`src/rtl/uart_tx_ext.sv`:
```
// Buffered UART transmitter: show-ahead TX FIFO feeding a frame FSM with 5..9 data bits,
// five parity modes, one/two stop bits, optional CTS gating and break generation.
module uart_tx_ext #(
  parameter int FIFO_DEPTH    = 16,
  parameter int MAX_DATA_BITS = 9,
  parameter int BREAK_BITS    = 13
) (
  input  logic                             clk,
  input  logic                             rst_n,
  input  logic [3:0]                       i_data_bits,
  input  logic [2:0]                       i_parity_mode,
  input  logic                             i_stop_bits,
  input  logic                             i_cts_enable,
  input  logic                             i_cts_n,
  input  logic                             i_break_req,
  input  logic                             i_fifo_wr_en,
  input  logic [MAX_DATA_BITS-1:0]         i_fifo_wr_data,
  input  logic                             i_fifo_clear,
  input  logic                             i_err_clear,
  output logic                             o_fifo_full,
  output logic                             o_fifo_empty,
  output logic [$clog2(FIFO_DEPTH+1)-1:0]  o_fifo_level,
  output logic                             o_overflow_error,
  input  logic                             i_tx_strb,
  output logic                             o_tx_strb_en,
  output logic                             o_busy,
  output logic                             o_tx_done,
  output logic                             o_uart_tx
);

  localparam int AW = $clog2(FIFO_DEPTH);
  localparam int LW = $clog2(FIFO_DEPTH+1);
  localparam int BW = $clog2(BREAK_BITS+1);

  typedef enum logic [2:0] {
    IDLE, START, DATA, PARITY, STOP1, STOP2, BREAK, BREAK_MARK
  } state_t;

  state_t state_reg, state_next;

  logic [MAX_DATA_BITS-1:0] mem [FIFO_DEPTH];
  logic [AW-1:0]            wr_ptr_reg, rd_ptr_reg;
  logic [LW-1:0]            level_reg;
  logic                     overflow_reg;
  logic                     push, pop;
  logic [MAX_DATA_BITS-1:0] head;

  logic [MAX_DATA_BITS-1:0] shift_reg;
  logic [3:0]               bits_reg, cnt_reg;
  logic                     par_en_reg, par_bit_reg, two_stop_reg;
  logic [BW-1:0]            brk_cnt_reg;

  logic                     tx_reg, busy_reg, done_reg;
  logic                     tx_next, busy_next, done_next;

  logic [3:0]               cfg_bits;
  logic [2:0]               cfg_mode;
  logic [MAX_DATA_BITS-1:0] bit_mask;
  logic                     data_xor, cfg_par_bit;

  assign o_fifo_full      = (level_reg == LW'(FIFO_DEPTH));
  assign o_fifo_empty     = (level_reg == '0);
  assign o_fifo_level     = level_reg;
  assign o_overflow_error = overflow_reg;
  assign o_uart_tx        = tx_reg;
  assign o_busy           = busy_reg;
  assign o_tx_strb_en     = busy_reg;
  assign o_tx_done        = done_reg;

  // A clear swallows any same-cycle write, including its overflow.
  assign push = i_fifo_wr_en && !o_fifo_full && !i_fifo_clear;
  assign head = mem[rd_ptr_reg];

  always_ff @(posedge clk) begin
    if (push) mem[wr_ptr_reg] <= i_fifo_wr_data;
  end

  always_ff @(posedge clk or negedge rst_n) begin
    if (!rst_n) begin
      wr_ptr_reg   <= '0;
      rd_ptr_reg   <= '0;
      level_reg    <= '0;
      overflow_reg <= 1'b0;
    end else begin
      if (i_fifo_clear) begin
        wr_ptr_reg <= '0;
        rd_ptr_reg <= '0;
        level_reg  <= '0;
      end else begin
        if (push) wr_ptr_reg <= wr_ptr_reg + AW'(1);
        if (pop)  rd_ptr_reg <= rd_ptr_reg + AW'(1);
        level_reg <= level_reg + LW'(push) - LW'(pop);
      end
      if (i_fifo_wr_en && o_fifo_full && !i_fifo_clear) overflow_reg <= 1'b1;
      else if (i_err_clear)                              overflow_reg <= 1'b0;
    end
  end

  assign cfg_bits = (i_data_bits < 4'd5) ? 4'd5 :
                    (i_data_bits > 4'(MAX_DATA_BITS)) ? 4'(MAX_DATA_BITS) : i_data_bits;
  assign cfg_mode = (i_parity_mode > 3'd4) ? 3'd0 : i_parity_mode;

  genvar gi;
  generate
    for (gi = 0; gi < MAX_DATA_BITS; gi++) begin : g_mask
      assign bit_mask[gi] = (cfg_bits > 4'(gi));
    end
  endgenerate

  assign data_xor = ^(head & bit_mask);

  always_comb begin
    cfg_par_bit = 1'b0;
    case (cfg_mode)
      3'd1:    cfg_par_bit = data_xor;
      3'd2:    cfg_par_bit = ~data_xor;
      3'd3:    cfg_par_bit = 1'b1;
      default: cfg_par_bit = 1'b0;
    endcase
  end

  always_ff @(posedge clk or negedge rst_n) begin
    if (!rst_n) begin
      state_reg    <= IDLE;
      shift_reg    <= '0;
      bits_reg     <= 4'd5;
      cnt_reg      <= '0;
      par_en_reg   <= 1'b0;
      par_bit_reg  <= 1'b0;
      two_stop_reg <= 1'b0;
      brk_cnt_reg  <= '0;
    end else begin
      state_reg <= state_next;
      if (pop) begin
        shift_reg    <= head;
        bits_reg     <= cfg_bits;
        cnt_reg      <= '0;
        par_en_reg   <= (cfg_mode != 3'd0);
        par_bit_reg  <= cfg_par_bit;
        two_stop_reg <= i_stop_bits;
      end else if (state_reg == DATA && i_tx_strb) begin
        shift_reg <= shift_reg >> 1;
        cnt_reg   <= cnt_reg + 4'd1;
      end
      if (state_reg == IDLE)                     brk_cnt_reg <= '0;
      else if (state_reg == BREAK && i_tx_strb)  brk_cnt_reg <= brk_cnt_reg + BW'(1);
    end
  end

  always_comb begin
    state_next = state_reg;
    pop        = 1'b0;
    case (state_reg)
      IDLE: begin
        if (i_break_req) begin
          state_next = BREAK;
        end else if (!o_fifo_empty && (!i_cts_enable || !i_cts_n)) begin
          pop        = 1'b1;
          state_next = START;
        end
      end
      START:  if (i_tx_strb) state_next = DATA;
      DATA: begin
        if (i_tx_strb && cnt_reg == bits_reg - 4'd1)
          state_next = par_en_reg ? PARITY : STOP1;
      end
      PARITY: if (i_tx_strb) state_next = STOP1;
      STOP1:  if (i_tx_strb) state_next = two_stop_reg ? STOP2 : IDLE;
      STOP2:  if (i_tx_strb) state_next = IDLE;
      BREAK: begin
        if (i_tx_strb && brk_cnt_reg == BW'(BREAK_BITS-1)) state_next = BREAK_MARK;
      end
      BREAK_MARK: if (i_tx_strb) state_next = IDLE;
      default: state_next = IDLE;
    endcase
  end

  always_comb begin
    tx_next   = 1'b1;
    busy_next = (state_reg != IDLE);
    done_next = i_tx_strb && ((state_reg == STOP1 && !two_stop_reg) || state_reg == STOP2);
    case (state_reg)
      START:   tx_next = 1'b0;
      DATA:    tx_next = shift_reg[0];
      PARITY:  tx_next = par_bit_reg;
      BREAK:   tx_next = 1'b0;
      default: tx_next = 1'b1;
    endcase
  end

  // The line therefore shows each bit for exactly the strobe period its state occupied.
  always_ff @(posedge clk or negedge rst_n) begin
    if (!rst_n) begin
      tx_reg   <= 1'b1;
      busy_reg <= 1'b0;
      done_reg <= 1'b0;
    end else begin
      tx_reg   <= tx_next;
      busy_reg <= busy_next;
      done_reg <= done_next;
    end
  end

endmodule

```
`config.mk`:
```
export PLATFORM = sky130hd
export DESIGN_NAME = uart_tx_ext
export DESIGN_NICKNAME = d
export VERILOG_FILES = /design/src/rtl/uart_tx_ext.sv
export SDC_FILE = /design/constraint.sdc
export NUM_CORES = 1
export LEC_CHECK = 0
export ABC_CLOCK_PERIOD_IN_PS = 3800
export BUFFER_PORTS_ARGS = -buffer_cell sky130_fd_sc_hd__buf_4
export CORE_ASPECT_RATIO = 0.9
export CORE_MARGIN = 1
export CORE_UTILIZATION = 56
export CTS_CLUSTER_DIAMETER = 200
export DETAILED_ROUTE_END_ITERATION = 6
export PLACE_DENSITY = 0.74
export SETUP_SLACK_MARGIN = 0.2
export SLEW_MARGIN = 20
export SYNTH_ARGS = -nofsm -noshare
export SYNTH_HDL_FRONTEND = slang
export SYNTH_SLANG_ARGS = --single-unit
```
`constraint.sdc`:
```
create_clock -name clk -period 3.8 [get_ports clk]
set_clock_uncertainty 0.2 [all_clocks]
set_input_delay 0.38 -clock clk [delete_from_list [all_inputs] [get_ports clk]]
set_output_delay 0.38 -clock clk [all_outputs]
set_load 0.01 [all_outputs]
```
==> results <==
- The number of enable-type register cells in the synthesized netlist is 144.
- The number of max-slew violations in the final report is 0.
- For the worst setup path, the data arrival time is 3.44 ns.
- The number of distinct library cells after synthesis is 56.
- The clock transition at the registers of the reported paths is 0.08 ns.
- From bottom edge to top edge, the die measures 117 um.
- The pin count of the biggest net entering global routing is 45.
- The later pin in the worst-skew pair is clocked with a latency of 0.44 ns.
- The worst path needs 3.29 ns of the cycle, external delays included.
- The first global-routing pass estimated 25.8 mm of wire.
- The sequential fraction of the synthesis area is 0.660.
- Data on the critical path is required at its endpoint by 3.95 ns.
- The worst voltage drop across the vdd grid is 0.681 mV.
- The multi-input combinational cell area is 0.00254 sq mm.
- sky130_fd_sc_hd__edfxtp_1 takes more of the synthesized area than any other cell.
- The number of clock buffers inserted by TritonCTS is 17.
- The number of nets handed over by synthesis was 598.
- For this configuration, the core starts out at a cell density of 0.581.
- The antenna diode instance count is 0.
- In the final timing run, aggregate negative setup slack is 0 ns.
- The final setup violation count is 0.
- The top cell type's share of synthesized area is 0.525.
- The capturing element type of the critical path is a flip-flop.
- After detailed routing, the number of remaining DRC violations is 0.
- The maximum root-to-sink buffer count is 2.
- Relative to the synthesized area, the layout overhead comes to 14.8%.
- The power density normalized to cell area is 592 mW/mm^2.
- The post-CTS setup repair buffer count is 0.
- The register with the most flip-flops in the layout has 144 of them.
- In the final layout, the share of cells above drive strength 1 is 0.192.
- Across every metal layer, demand over resource in global routing totals 0.236.
- The library cells used most frequently in the layout, excluding fill and tap cells, are sky130_fd_sc_hd__edfxtp_1 (144), sky130_fd_sc_hd__buf_4 (58), sky130_fd_sc_hd__nor2_1 (44), sky130_fd_sc_hd__mux2i_1 (44), sky130_fd_sc_hd__dfrtp_1 (40).
- The number of global-route vias before repair was 4,754.
- The post-detailed-route via-to-cell ratio is 5.93.
- Along the worst path, the maximum fanout reaches 5.
- The number of detailed-routing iterations run before antenna repair is 5.
- The non-filler instance count after layout is 818.
- The routed layout has 4,851 vias.
- The clock net in this run drives a total of 188 sinks.
- The layout net count is 654.
- The initial antenna violation count is 0.
- Power comes to 5.59 mW.
- The detail route stage leaves a number of antenna-violating nets equal to 0.
- CTS built an H-tree with a depth of 4.
- Leaving out fill and tap cells, the most frequent cell in the layout is sky130_fd_sc_hd__edfxtp_1.
- Sorting the synthesized cells by area gives the leading types as sky130_fd_sc_hd__edfxtp_1 (53%), sky130_fd_sc_hd__dfrtp_1 (12%), sky130_fd_sc_hd__mux2i_1 (5.4%), sky130_fd_sc_hd__mux4_2 (4.4%), sky130_fd_sc_hd__ha_1 (2.3%).
- Routability-driven placement finished with a final weighted congestion of 0.855.
- The synthesized netlist cell count is 556.
- The average cell area after synthesis is 14.8 sq um.
- The type of the worst setup path is reg2reg.
- Measured along the x axis, the die boundary spans 130 um.
- For this block, the routed nets add up to 16.4 mm of wire.
- The floorplan has 41 rows.
- The flow ran to the end, and the final reports show no timing, DRC or antenna violations.
- The count of filler cells inserted in the layout is 1,004.
- Once layout is complete, the utilization of the core stands at 0.667.
- The HPWL reported at the end of detailed placement is 10.8 mm.
- The worst hold path belongs to the class in2reg.
- The total count of hold-check failures in the final report is 0.
- The die covers 0.0152 sq mm.
- The DRC violation total after the first TritonRoute iteration is 376.
- Max-cap violations in this run came to 0.
- The core area is 0.0142 sq mm.
- In the finished design, the share of the clock period the worst path needs comes to 0.865.
- The routed length per instance is 20.1 um.
- After synthesis the netlist holds a flip-flop and latch count of 188.
- During placement, the flow inserted port buffers numbering 37.
- The total grt overflow is 0.
- After detailed placement, the design holds a cell count of 782.
- In the synthesized netlist the async set-or-reset flop fraction comes to 0.234.
- The root buffer cell chosen for the clock tree is sky130_fd_sc_hd__clkbuf_16.
- The standby leakage power is 3.39 nW.
- The headroom to the max-slew limit is 0.405.
- Setup repair after global routing left no endpoint under its margin.
- In this run the cell area of the synthesized design comes to 0.00823 sq mm.
- During synthesis, Yosys emitted a total of 0 warnings.
- For the pin with the worst max-slew slack, the measured transition is 0.889 ns.
- The area of all sequential standard cells is 0.00543 sq mm.
- Setup slack on the worst reg-to-reg path comes out at 0.51 ns.
- The most frequently used flop master after synthesis is sky130_fd_sc_hd__edfxtp_1.
- The I/O pin count is 38.
- Timing would allow up to 304 MHz.
- The kind of start point of the critical path is a flip-flop.
- The TritonCTS clock tree is done.
## per-layer routing
layer,part of all wire,wire (um),vias to the layer above,track usage
li1,-,-,2241,-
met1,0.45,7360,2439,0.326
met2,0.48,7910,156,0.375
met3,0.058,955,15,0.0564
met4,0.012,189,0,0.0760
met5,0,0,-,0
## critical path, cell delays in order, from the launching register on
cell                      delay, ns
sky130_fd_sc_hd__dfrtp_1       0.38
sky130_fd_sc_hd__inv_1         0.07
sky130_fd_sc_hd__ha_1          0.21
sky130_fd_sc_hd__nand3_1       0.10
sky130_fd_sc_hd__inv_1         0.08
sky130_fd_sc_hd__nor3_1        0.38
sky130_fd_sc_hd__inv_1         0.13
sky130_fd_sc_hd__ha_1          0.30
sky130_fd_sc_hd__inv_1         0.04
sky130_fd_sc_hd__ha_1          0.20
sky130_fd_sc_hd__fa_1          0.41
sky130_fd_sc_hd__a21oi_1       0.14
sky130_fd_sc_hd__nor2_1        0.07
sky130_fd_sc_hd__or3_1         0.35
sky130_fd_sc_hd__a21oi_1       0.15
## worst paths after layout
path,from,to,depth (start not counted)
max,o_fifo_level[2],o_fifo_level[4],14
min,i_fifo_clear,wr_ptr_reg[0],2
max reg2reg,o_fifo_level[2],o_fifo_level[4],14
min reg2reg,two_stop_reg,o_tx_done,1
max in group asynchronous,rst_n,rd_ptr_reg[0],2
min in group asynchronous,rst_n,brk_cnt_reg[2],2
## Yosys cell counts, types with 4 or more instances
cell                       number
sky130_fd_sc_hd__nor3_1         8
sky130_fd_sc_hd__a22oi_1        9
sky130_fd_sc_hd__o21ai_0       27
sky130_fd_sc_hd__a31oi_1        4
sky130_fd_sc_hd__mux2i_1       44
sky130_fd_sc_hd__nor2_1        44
sky130_fd_sc_hd__a221oi_1      14
sky130_fd_sc_hd__nor2b_1        4
sky130_fd_sc_hd__ha_1          15
sky130_fd_sc_hd__edfxtp_1     144
sky130_fd_sc_hd__buf_2          7
sky130_fd_sc_hd__inv_1         20
sky130_fd_sc_hd__a21o_1         5
sky130_fd_sc_hd__nand2_1       36
sky130_fd_sc_hd__a211oi_1       5
sky130_fd_sc_hd__mux4_2        16
sky130_fd_sc_hd__clkbuf_1      10
sky130_fd_sc_hd__a21oi_1       18
sky130_fd_sc_hd__xnor2_1       12
sky130_fd_sc_hd__a221oi_2       4
sky130_fd_sc_hd__dfrtp_1       41
sky130_fd_sc_hd__xor2_1         9
## logic make-up after synthesis
family          after synthesis  synth area share
compound gates              108            0.0936
xor+xnor                     23            0.0278
fa+ha+maj                    16            0.0252
buf+inv                      50            0.0319
flops                       188             0.660
mux                          62             0.104
simple gates                109            0.0581
## cell type report
class / instances / area share
Timing Repair Buffer: 64 / 0.0546
Clock buffer: 17 / 0.0450
Inverter: 23 / 0.00914
Sequential cell: 188 / 0.575
Clock inverter: 15 / 0.0216
Tap cell: 193 / 0.0256
Multi-Input combinational cell: 318 / 0.269
## metrics by stage
stage               cell area [sq um]  hold WS [ns]  setup WS [ns]
global route                     9450        0.0436          0.245
floorplan                        8240        -0.116          0.244
finish                           9450        0.0443          0.511
detailed placement               8780         0.222          0.489
global placement                 8780         0.214          0.692
CTS                              9450        0.0292          0.470
## power breakdown
part           switching [mW]  internal, mW
sequential              0.185          2.40
clock                   0.816          1.06
combinational           0.595         0.532
## repair_timing
item	CTS	global route
gates resized for setup	0	0
endpoints found under the hold margin	44	0
hold buffers	4	0
(Power assumes the default switching activity.)
